### src/rtl/nand_vector_sequencer_if.sv
//------------------------------------------------------------------------------
// Module      : nand_vector_sequencer_if
// Description : Handshake and gate-stimulus bundle for the NAND vector sequencer.
// Revision    : 1.0 - initial release
//------------------------------------------------------------------------------
`default_nettype none

interface nand_vector_sequencer_if;
  logic       start;
  logic       s_in;
  logic       a_out;
  logic       b_out;
  logic [1:0] vec_idx;
  logic       busy;
  logic       done;
  logic       pass;
  logic [2:0] err_count;
  logic       mismatch;
  logic [1:0] fail_idx;

  // master: whoever requests a run and supplies the gate output
  modport master (
    output start, s_in,
    input  a_out, b_out, vec_idx, busy, done, pass, err_count, mismatch, fail_idx
  );

  // slave: the sequencer itself
  modport slave (
    input  start, s_in,
    output a_out, b_out, vec_idx, busy, done, pass, err_count, mismatch, fail_idx
  );
endinterface

`default_nettype wire

### src/rtl/nand_vector_sequencer.sv
//------------------------------------------------------------------------------
// Module      : nand_vector_sequencer
// Description : Drives 00,01,10,11 into a NAND gate, checks each settled output.
// Revision    : 1.0 - initial release
//------------------------------------------------------------------------------
`default_nettype none

module nand_vector_sequencer #(
  parameter int SETTLE_CYCLES = 1,
  parameter int CNT_W         = 4
) (
  input  wire logic                  clk,
  input  wire logic                  reset,
  nand_vector_sequencer_if.slave     bus
);

  typedef enum logic [1:0] {
    ST_IDLE   = 2'd0,
    ST_SETTLE = 2'd1,
    ST_SAMPLE = 2'd2,
    ST_DONE   = 2'd3
  } state_t;

  localparam logic [CNT_W-1:0] C_SETTLE_LOAD = CNT_W'(SETTLE_CYCLES);
  localparam logic [2:0]       C_ERR_MAX     = 3'd4;

  state_t           state_q,     state_d;
  logic [CNT_W-1:0] cnt_q,       cnt_d;
  logic [1:0]       vec_idx_q,   vec_idx_d;
  logic             busy_q,      busy_d;
  logic             done_q,      done_d;
  logic             pass_q,      pass_d;
  logic [2:0]       err_count_q, err_count_d;
  logic             mismatch_q,  mismatch_d;
  logic [1:0]       fail_idx_q,  fail_idx_d;

  logic             w_expected;
  logic             w_sample_fail;

  // a/b are the two bits of the vector index, so the gate expectation follows it
  assign w_expected    = ~(vec_idx_q[1] & vec_idx_q[0]);
  assign w_sample_fail = (bus.s_in != w_expected);

  always_comb begin
    state_d     = state_q;
    cnt_d       = cnt_q;
    vec_idx_d   = vec_idx_q;
    busy_d      = busy_q;
    done_d      = done_q;
    pass_d      = pass_q;
    err_count_d = err_count_q;
    mismatch_d  = 1'b0;
    fail_idx_d  = fail_idx_q;

    case (state_q)
      ST_IDLE, ST_DONE: begin
        if (bus.start) begin
          vec_idx_d   = 2'd0;
          err_count_d = 3'd0;
          fail_idx_d  = 2'd0;
          pass_d      = 1'b0;
          done_d      = 1'b0;
          busy_d      = 1'b1;
          cnt_d       = C_SETTLE_LOAD;
          state_d     = ST_SETTLE;
        end
      end

      ST_SETTLE: begin
        cnt_d = cnt_q - 1'b1;
        if (cnt_q <= CNT_W'(1)) begin
          state_d = ST_SAMPLE;
        end
      end

      ST_SAMPLE: begin
        if (w_sample_fail) begin
          mismatch_d = 1'b1;
          if (err_count_q != C_ERR_MAX) begin
            err_count_d = err_count_q + 3'd1;
          end
          if (err_count_q == 3'd0) begin
            fail_idx_d = vec_idx_q;
          end
        end
        if (vec_idx_q == 2'd3) begin
          state_d = ST_DONE;
          done_d  = 1'b1;
          busy_d  = 1'b0;
          pass_d  = (err_count_q == 3'd0) && !w_sample_fail;
        end else begin
          vec_idx_d = vec_idx_q + 2'd1;
          cnt_d     = C_SETTLE_LOAD;
          state_d   = ST_SETTLE;
        end
      end

      default: begin
        state_d = ST_IDLE;
      end
    endcase
  end

  always_ff @(posedge clk) begin
    if (reset) begin
      state_q     <= ST_IDLE;
      cnt_q       <= '0;
      vec_idx_q   <= 2'd0;
      busy_q      <= 1'b0;
      done_q      <= 1'b0;
      pass_q      <= 1'b0;
      err_count_q <= 3'd0;
      mismatch_q  <= 1'b0;
      fail_idx_q  <= 2'd0;
    end else begin
      state_q     <= state_d;
      cnt_q       <= cnt_d;
      vec_idx_q   <= vec_idx_d;
      busy_q      <= busy_d;
      done_q      <= done_d;
      pass_q      <= pass_d;
      err_count_q <= err_count_d;
      mismatch_q  <= mismatch_d;
      fail_idx_q  <= fail_idx_d;
    end
  end

  assign bus.a_out     = vec_idx_q[1];
  assign bus.b_out     = vec_idx_q[0];
  assign bus.vec_idx   = vec_idx_q;
  assign bus.busy      = busy_q;
  assign bus.done      = done_q;
  assign bus.pass      = pass_q;
  assign bus.err_count = err_count_q;
  assign bus.mismatch  = mismatch_q;
  assign bus.fail_idx  = fail_idx_q;

endmodule

`default_nettype wire

### src/flat_wrapper.sv
// flat-port wrapper written by rule: the top's interface ports become plain ports
module nand_vector_sequencer_flat 
#(
  parameter int SETTLE_CYCLES = 1,
  parameter int CNT_W         = 4
)
  (clk, reset, bus_start, bus_s_in, bus_a_out, bus_b_out, bus_vec_idx, bus_busy, bus_done, bus_pass, bus_err_count, bus_mismatch, bus_fail_idx);
  nand_vector_sequencer_if bus_i ();
  input  wire logic clk;
  input  wire logic reset;
  input wire logic [$bits(bus_i.start)-1:0] bus_start;
  input wire logic [$bits(bus_i.s_in)-1:0] bus_s_in;
  output wire logic [$bits(bus_i.a_out)-1:0] bus_a_out;
  output wire logic [$bits(bus_i.b_out)-1:0] bus_b_out;
  output wire logic [$bits(bus_i.vec_idx)-1:0] bus_vec_idx;
  output wire logic [$bits(bus_i.busy)-1:0] bus_busy;
  output wire logic [$bits(bus_i.done)-1:0] bus_done;
  output wire logic [$bits(bus_i.pass)-1:0] bus_pass;
  output wire logic [$bits(bus_i.err_count)-1:0] bus_err_count;
  output wire logic [$bits(bus_i.mismatch)-1:0] bus_mismatch;
  output wire logic [$bits(bus_i.fail_idx)-1:0] bus_fail_idx;
  assign bus_i.start = bus_start;
  assign bus_i.s_in = bus_s_in;
  assign bus_a_out = bus_i.a_out;
  assign bus_b_out = bus_i.b_out;
  assign bus_vec_idx = bus_i.vec_idx;
  assign bus_busy = bus_i.busy;
  assign bus_done = bus_i.done;
  assign bus_pass = bus_i.pass;
  assign bus_err_count = bus_i.err_count;
  assign bus_mismatch = bus_i.mismatch;
  assign bus_fail_idx = bus_i.fail_idx;
  nand_vector_sequencer #(.SETTLE_CYCLES(SETTLE_CYCLES), .CNT_W(CNT_W)) u_core (.clk(clk), .reset(reset), .bus(bus_i));
endmodule
### config.mk
export PLATFORM = sky130hd
export DESIGN_NAME = nand_vector_sequencer_flat
export DESIGN_NICKNAME = d
export VERILOG_FILES = /design/src/rtl/nand_vector_sequencer_if.sv /design/src/rtl/nand_vector_sequencer.sv /design/src/flat_wrapper.sv
export SDC_FILE = /design/constraint.sdc
export NUM_CORES = 1
export LEC_CHECK = 0
export ABC_CLOCK_PERIOD_IN_PS = 2700
export BUFFER_PORTS_ARGS = -buffer_cell sky130_fd_sc_hd__clkbuf_2
export CORE_AREA = 2 2 46 48
export DETAILED_ROUTE_END_ITERATION = 10
export DIE_AREA = 0 0 48 50
export PLACE_DENSITY = 0.78
export SYNTH_ARGS = -nofsm -noshare
export SYNTH_HDL_FRONTEND = slang
export SYNTH_SLANG_ARGS = --single-unit
### constraint.sdc
create_clock -name clk -period 2.7 [get_ports clk]
set_clock_uncertainty 0.2 [all_clocks]
set_input_delay 0.27 -clock clk [delete_from_list [all_inputs] [get_ports clk]]
set_output_delay 0.27 -clock clk [all_outputs]
set_load 0.1 [all_outputs]
[Word-level counts from Yosys, hierarchy flattened]
Cells that the tools add are included.
Storage, ports and cells
  logic and storage cells: 68
  bits in registers: 17
Operators by class
  reduce and logical (&&, ||, !) cells: 13
  order comparisons: 1
  equal/unequal tests: 13
  multiplexer cells: 26
  bitwise gates (word level): 3
  add/sub/neg operators: 3
Operators by type and width (number)
  $mux W2: 7
  $pmux W4 S3: 1
  $ne A2 B1 Y1 const B: 5
  $mux W3: 3
  $mux W4: 2
  $pmux W2 S2: 2
  $reduce_and A4 Y1: 2
  $eq A2 B2 Y1 const B: 3
  $mux W1: 6
  $pmux W1 S2: 3
  $pmux W2 S3: 1
  $pmux W3 S2: 1
  $reduce_and A3 Y1: 2
  $le A4 B1 Y1 const B: 1
  $ne A2 B2 Y1 const B: 2
  $reduce_and A2 Y1: 2
  $reduce_or A2 Y1: 2
  $sub A4 B1 Y4 const B: 1
  $add A3 B1 Y3 const B: 1
  $logic_not A3 Y1: 1
  $ne A3 B3 Y1 const B: 1
  $add A2 B1 Y2 const B: 1
  $eq A2 B1 Y1 const B: 1
  $logic_not A2 Y1: 1
  other kinds (6): 7

[Depth between registers and ports, before layout]
Gate-level depths: netlist of the first run.
  depth in word-level cells: 7
  gate-level depth with buffers: 7
  gate-level depth less buffers: 6

[Worst setup path before layout of the first run]
Ideal clock, no wire load.
  path type: flip-flop to flip-flop
  start point: register u_core.vec_idx_q[1], in the netlist u_core.bus.vec_idx[1]
  end point: register u_core.err_count_q[2], in the netlist u_core.bus.err_count[2]
  slack: 0.137 ns
  arrival time: 2.289 ns
  library setup time: 0.074 ns
  buffers on the path: 0
  stages on the path, launching flop included: 6
  required time: 2.426 ns
  cell sequence: dfxtp_1 > ha_1 > xnor2_1 > nand2_1 > or4b_1 > a31oi_1
On the way
  word-level cells in the longest chain between the ends: 5
RTL lines
  from (decl): line nand_vector_sequencer.sv:29  | logic [1:0] vec_idx_q, vec_idx_d;
  from (signal assigned): line nand_vector_sequencer.sv:118  | vec_idx_q <= vec_idx_d;
  $and A1 B1 Y1: line nand_vector_sequencer.sv:41  | assign w_expected = ~(vec_idx_q[1] & vec_idx_q[0]);
  $not A1 Y1: line nand_vector_sequencer.sv:41
  $ne A1 B1 Y1: line nand_vector_sequencer.sv:42  | assign w_sample_fail = (bus.s_in != w_expected);
  $ne A2 B1 Y1 (no source line)
  $reduce_and A4 Y1 (no source line)
  to (signal assigned): line nand_vector_sequencer.sv:122  | err_count_q <= err_count_d;
  to (decl): line nand_vector_sequencer.sv:33  | logic [2:0] err_count_q, err_count_d;
Every way passes these cells.
A chain may end at the register's enable or synchronous reset.

[Worst setup path after layout of the first run]
  start point: register u_core.state_q[0]
  end point: register u_core.err_count_q[2], in the netlist u_core.bus.err_count[2]
On the way
  word-level cells in the longest chain between the ends: 4
RTL lines
  from (decl): line nand_vector_sequencer.sv:27  | state_t state_q, state_d;
  from (signal assigned): line nand_vector_sequencer.sv:116  | state_q <= state_d;
  $eq A2 B2 Y1 / $logic_not A2 Y1 (equally long branches): line nand_vector_sequencer.sv:55  | case (state_q)
  $reduce_or A2 Y1: line nand_vector_sequencer.sv:55
  $ne A2 B2 Y1 (no source line) / $reduce_bool A2 Y1 (equally long branches)
  $reduce_and A4 Y1 (no source line)
Several ways; a longest one is shown, not always the timed one.

==> results of run 1 <==
path summary, 6_finish.rpt:
kind | from | endpoint | slack, ns | depth (start not counted)
setup / recovery | u_core.state_q[0] | u_core.bus.err_count[2] | 0.43 | 6
hold / removal | reset | u_core.cnt_q[1] | 0.19 | 2
setup reg to reg | u_core.state_q[0] | u_core.bus.err_count[2] | 0.43 | 6
hold reg to reg | u_core.bus.fail_idx[1] | u_core.bus.fail_idx[1] | 0.28 | 2
cells in the final DEF (no fill, tap or decap), drive strengths merged, types with 3 or more instances in the layout:
master	netlist	layout
clkbuf	3	20
a21oi	17	17
dfxtp	17	17
nand2	10	10
ha	8	8
inv	7	7
o21ai	7	7
nor2	5	5
nand3	4	4
nor2b	4	4
nand3b	3	3
or3	3	3
a31oi	3	3
per-stage QoR:
| step | area [um2] | util [%] | worst slack (ns) |
|---|---|---|---|
| 2_1_floorplan | 968 | - | 0.137 |
| 3_3_place_gp | 1060 | 55.9 | 0.528 |
| 5_1_grt | 1090 | 57.3 | 0.312 |
| 6_report | 1090 | 57.3 | 0.428 |
| 4_1_cts | 1090 | 57.3 | 0.436 |
| 3_5_place_dp | 1060 | 55.9 | 0.466 |
registers in the layout (all words and copies together), names as in the netlist:
signal	flops
u_core.bus.pass	1
u_core.cnt_q	4
u_core.bus.err_count	3
u_core.bus.done	1
u_core.bus.vec_idx	2
u_core.state_q	2
u_core.bus.mismatch	1
u_core.bus.fail_idx	2
u_core.bus.busy	1
kinds of logic (layout without fill, tap and decap cells):
| family | count (synthesis) | count (layout) | share of synthesized area [%] |
|---|---|---|---|
| simple gates | 42 | 42 | 23.8 |
| buf+inv | 14 | 29 | 6.20 |
| mux | 3 | 3 | 3.23 |
| fa+ha+maj | 8 | 8 | 10.3 |
| xor+xnor | 1 | 1 | 0.905 |
| compound gates | 34 | 34 | 20.4 |
| flops | 17 | 17 | 35.1 |
per-layer routing:
metal,track usage [%],routed length (um)
met1,20.9,888
met2,31.6,915
met3,6.96,81
met4,5.41,35
met5,0,0
cell type report:
cell class              instances  area, um2  share of cell area, %
inverters                       7       26.3                   2.41
flip-flops and latches         17        340                   31.2
repair buffers                 18       95.1                   8.73
clock buffers                   4       26.3                   2.41
multi-input cells              88        568                   52.1
well taps                      27       33.8                   3.10
power by group through the flow:
stage | Combinational [mW] | Sequential (mW) | Clock, mW
finish | 0.204 | 0.286 | 0.139
CTS | 0.205 | 0.286 | 0.145
detailed placement | 0.203 | 0.292 | 0
global route | 0.230 | 0.288 | 0.152
global placement | 0.196 | 0.290 | 0
floorplan | 0.137 | 0.317 | 0
==> run_results.csv, run 1 <==
group,metric,value,unit
outcome,status,"finished, final reports clean",
worst_setup_path,critical-path-max-stage-delay,0.50,ns
global_route,total_congestion_overflow_after_global_routing,0,
worst_setup_path,crit_path_max_fanout,12,
worst_setup_path,slowest_stage,"or4b_1",
cts,cts_sinks,17,
cts,cts_post_setup_buffers_inserted,0,
cts,worst_skew_late_latency,0.30,ns
cells_and_area,antennaDiodeCount,0,
routing,drcViolationCount,0,
cells_and_area,fillCellCount,172,
routing,initialDrtViolationCount,10,
power_and_ir_drop,p_leak,0.435,nW
global_route,pin_count_of_the_biggest_net_entering_global_routing,19,
sta,clock.fmax,440,MHz
cts,tritoncts,"done",
sta,hold-worst-slack,0.189,ns
floorplan,boundaryPins,17,
worst_setup_path,cp_top_family,"simple AND/OR/NAND/NOR gates",
logic_synthesis,ys.flop_type,"dfxtp_1",
logic_synthesis,synthDistinctLibCells,34,
logic_synthesis,synthesis.nets,131,
power_and_ir_drop,total_switching_power,0.230,mW
cts,cts-htree-levels,1,
cts,cts.path.max_buffers,2,
cts,ctsResizeCount,0,
cts,total_cts_buffers,3,
sta,setup_repair_after_global_routing_missed_its_margin,"false",
global_route,grt_use_total,18.7,%
job,max_cap_viol_count,0,
sta,slew_headroom,63.8,%
global_route,grt_pass1_vias,819,
worst_setup_path,ordered_list_of_cells_on_the_worst_path,"inv_1 -> ha_1 -> mux2i_1 -> a31o_2 -> or4b_1 -> a31oi_1",
sta,setup_viol,0,
cells_and_area,area_growth,12.5,%
placed_design,detailedPlacementHpwl,1.41,mm
min_path,worstHoldPathType,"input port to flip-flop",
placed_design,placedCellCount,157,
power_and_ir_drop,pwr-share-comb,32.5,%
sta,final.min_clock_period,2.27,ns
floorplan,vertical_die_dimension,50,um
placed_design,buffer_ports.inserted,16,
logic_synthesis,postSynthAreaPerCell,8.14,um2
cells_and_area,post_route_cells_drive_above_1_share,18.7,%
routing,drt-pass1-iter-count,4,
power_and_ir_drop,power.sequential.fraction,45.5,%
logic_synthesis,synth-edff-count,0,
global_route,initial_antenna_violation_count,0,
routing,viasPerCell,5.30,
sta,tightest_slew,0.546,ns
floorplan,start_util,50.9,%
power_and_ir_drop,cell_internal_pwr,0.398,mW
logic_synthesis,post_synth_inst_count,119,
worst_setup_path,critical_path.startpoint_type,"flip-flop",
floorplan,die_w,48,um
worst_setup_path,worst-setup-path-type,"flip-flop to flip-flop",
logic_synthesis,asr_flop_ratio_synth,0,%
power_and_ir_drop,total_power_divided_by_cell_area,577,nW/um2
logic_synthesis,synth-seq-area-share,35.1,%
sta,timing_max_transition_violations_final,0,
logic_synthesis,synthTopCellsByCount,"a21oi_1, dfxtp_1, nand2_1",
logic_synthesis,post-synth-top-area-cell,"dfxtp_1",
logic_synthesis,number_of_register_bits_inferred_by_synthesis,17,
logic_synthesis,number_of_warnings_issued_by_yosys,0,
placed_design,place.gp.congestion,0.803,
cells_and_area,finish.net_count,147,
worst_setup_path,crit_buf_inv,1,
logic_synthesis,yosys-top-cells-area,"dfxtp_1, ha_1, a21oi_1",
worst_setup_path,cp.required,2.73,ns
power_and_ir_drop,max-vdd-ir-drop,385,uV
logic_synthesis,synth_area,968,um2
floorplan,coreArea,1900,um2
power_and_ir_drop,post-layout-total-power,0.628,mW
cts,clk_transition_reported_paths,0.10,ns
cells_and_area,final_cell_count_no_fill,161,
logic_synthesis,synth_top_area_share,35.1,%
routing,num_vias,854,
floorplan,num_rows,16,
global_route,grt_pass1_wl,3.22,mm
sta,hold_viol,0,
routing,drt-total-wl,1.92,mm
routing,wl_per_cell,11.9,um
floorplan,die_area,2400,um2
power_and_ir_drop,proportion_of_power_drawn_by_the_clock_network,22.0,%
cts,cts.hold.buffers_added,0,
worst_setup_path,crit_path_end_kind,"flip-flop",
routing,antenna_violating_nets_post_route,0,
sta,setup-tns-final,0,ns
worst_setup_path,worstPathArrival,2.30,ns
power_and_ir_drop,switching_share,36.6,%
cts,root_buffer,"clkbuf_4",
sta,post-route-period-util,84.2,%
Power figures use the tool's default switching activity.
==> run 2, diff against run 1 <==
--- a/config.mk
+++ b/config.mk
@@ -5,7 +5,7 @@
 export SDC_FILE = /design/constraint.sdc
 export NUM_CORES = 1
 export LEC_CHECK = 0
-export ABC_CLOCK_PERIOD_IN_PS = 2700
+export ABC_CLOCK_PERIOD_IN_PS = 2300
 export BUFFER_PORTS_ARGS = -buffer_cell sky130_fd_sc_hd__clkbuf_2
 export CORE_AREA = 2 2 46 48
 export DETAILED_ROUTE_END_ITERATION = 10
==> constraint.sdc (replaced) <==
create_clock -name clk -period 2.3 [get_ports clk]
set_clock_uncertainty 0.2 [all_clocks]
set_input_delay 0.23 -clock clk [delete_from_list [all_inputs] [get_ports clk]]
set_output_delay 0.23 -clock clk [all_outputs]
set_load 0.1 [all_outputs]
==> run 2 against run 1 <==
Effect of this change:
- design area increased by 2.0%
- non-clock buffer count rose by 2
- sequential power increased by 18%
- largest cell class unchanged
==> run_results.csv, run 2 (same netlist as run 1, synthesis figures left out) <==
group,metric,value,unit
power_and_ir_drop,p_leak,0.450,nW
worst_setup_path,crit_path_max_fanout,7,
cts,clk_transition_reported_paths,0.10,ns
cts,cts.hold.buffers_added,0,
global_route,pin_count_of_the_biggest_net_entering_global_routing,19,
cells_and_area,most_frequent_cells_in_the_layout,"a21oi_1, clkbuf_2, dfxtp_1",
routing,initialDrtViolationCount,11,
cells_and_area,finish.net_count,149,
power_and_ir_drop,total_power_divided_by_cell_area,670,nW/um2
routing,antenna_violating_nets_post_route,0,
cts,tritoncts,"done",
worst_setup_path,critical-path-max-stage-delay,0.50,ns
power_and_ir_drop,post-layout-total-power,0.744,mW
floorplan,coreArea,1900,um2
worst_setup_path,critical_path.startpoint_type,"flip-flop",
placed_design,buffer_ports.inserted,16,
sta,tightest_slew,0.549,ns
sta,timing_max_transition_violations_final,0,
routing,drcViolationCount,0,
worst_setup_path,worst-setup-path-type,"flip-flop to flip-flop",
cells_and_area,post_route_cells_drive_above_1_share,23.5,%
cts,cts.path.max_buffers,2,
job,max_cap_viol_count,0,
worst_setup_path,worstPathArrival,2.20,ns
worst_setup_path,cp_top_family,"simple AND/OR/NAND/NOR gates",
power_and_ir_drop,max-vdd-ir-drop,384,uV
worst_setup_path,ordered_list_of_cells_on_the_worst_path,"inv_1 -> ha_1 -> mux2i_1 -> a31o_2 -> or4b_1 -> a31oi_1",
outcome,status,"finished, final reports clean",
floorplan,start_util,50.9,%
sta,setup-tns-final,0,ns
floorplan,die_w,48,um
global_route,grt_use_total,17.1,%
routing,drt-total-wl,1.92,mm
cells_and_area,register_ranked_first_by_flip_flop_count,"u_core.cnt_q",
global_route,total_congestion_overflow_after_global_routing,0,
cells_and_area,final_core_utilization,58.4,%
sta,slew_headroom,63.6,%
cts,worst_skew_late_latency,0.29,ns
routing,viasPerCell,5.37,
floorplan,boundaryPins,17,
worst_setup_path,crit_path_end_kind,"flip-flop",
cts,root_buffer,"clkbuf_4",
floorplan,vertical_die_dimension,50,um
cells_and_area,post-route-cell-area,1110,um2
cells_and_area,largest_register_ffs,4,
cells_and_area,antennaDiodeCount,0,
global_route,grt_pass1_vias,769,
floorplan,die_area,2400,um2
cells_and_area,area_growth,14.7,%
routing,drt-pass1-iter-count,4,
sta,setup_repair_after_global_routing_missed_its_margin,"false",
worst_setup_path,cp.required,2.32,ns
worst_setup_path,crit_buf_inv,1,
placed_design,place.gp.congestion,0.840,
cts,cts-htree-levels,1,
global_route,initial_antenna_violation_count,0,
sta,hold_viol,0,
global_route,grt_pass1_wl,3.01,mm
placed_design,dpl_cell_area,1080,um2
sta,clock.fmax,460,MHz
routing,wl_per_cell,11.8,um
cells_and_area,mostFrequentLayoutCell,"a21oi_1",
placed_design,detailedPlacementHpwl,1.43,mm
floorplan,num_rows,16,
cts,ctsResizeCount,0,
cts,total_cts_buffers,3,
sta,final.min_clock_period,2.17,ns
routing,num_vias,876,
sta,post-route-period-util,94.5,%
cts,cts_sinks,17,
sta,hold-worst-slack,0.154,ns
worst_setup_path,slowest_stage,"or4b_1",
min_path,worstHoldPathType,"input port to flip-flop",
cells_and_area,fillCellCount,172,
sta,setup_viol,0,
cts,cts_post_setup_buffers_inserted,0,
-- run 2: stage by stage --
step                      worst slack, ns  std cells
final                               0.126        163
after global routing              0.00930        163
after CTS                           0.132        163
after detailed placement            0.169        159
after global placement              0.195        159
after floorplan                     0.113        119
-- run 2: worst register-to-register path: stages (launching register included) --
cell and delay, ns:
dfxtp_1 0.39, inv_1 0.06, ha_1 0.37, mux2i_1 0.17
a31o_2 0.26, or4b_1 0.50, a31oi_1 0.16
-- run 2: cell type report --
| type | count | area [um2] | share of cell area [%] |
|---|---|---|---|
| inverter | 7 | 26.3 | 2.36 |
| sequential | 17 | 345 | 31.1 |
| tap | 27 | 33.8 | 3.04 |
| clock buffer | 3 | 22.5 | 2.03 |
| timing repair buffer | 20 | 110 | 9.91 |
| multi-input combinational | 88 | 568 | 51.1 |
| clock inverter | 1 | 5.00 | 0.450 |
-- run 2: where the power goes --
group | switching, mW | total, mW | internal (mW) | leakage, nW
Sequential | 0.0210 | 0.337 | 0.316 | 0.140
Clock | 0.0947 | 0.159 | 0.0646 | 0.0177
Combinational | 0.157 | 0.248 | 0.0910 | 0.292
-- run 2: final timing paths --
check / start / endpoint / slack (ns) / depth (start not counted)
max: u_core.state_q[0] / u_core.bus.err_count[2] / 0.13 / 6
min: reset / u_core.bus.err_count[1] / 0.15 / 2
max reg2reg: u_core.state_q[0] / u_core.bus.err_count[2] / 0.13 / 6
min reg2reg: u_core.bus.fail_idx[1] / u_core.bus.fail_idx[1] / 0.28 / 2
-- run 2: routing by layer --
metal  vias up  part of all wire (%)  track usage, %
met3         0                   3.3            3.66
met1       400                    47            20.9
met5         -                     0               0
met4         0                     0            7.66
li1        460                     -               -
met2        16                    49            27.6
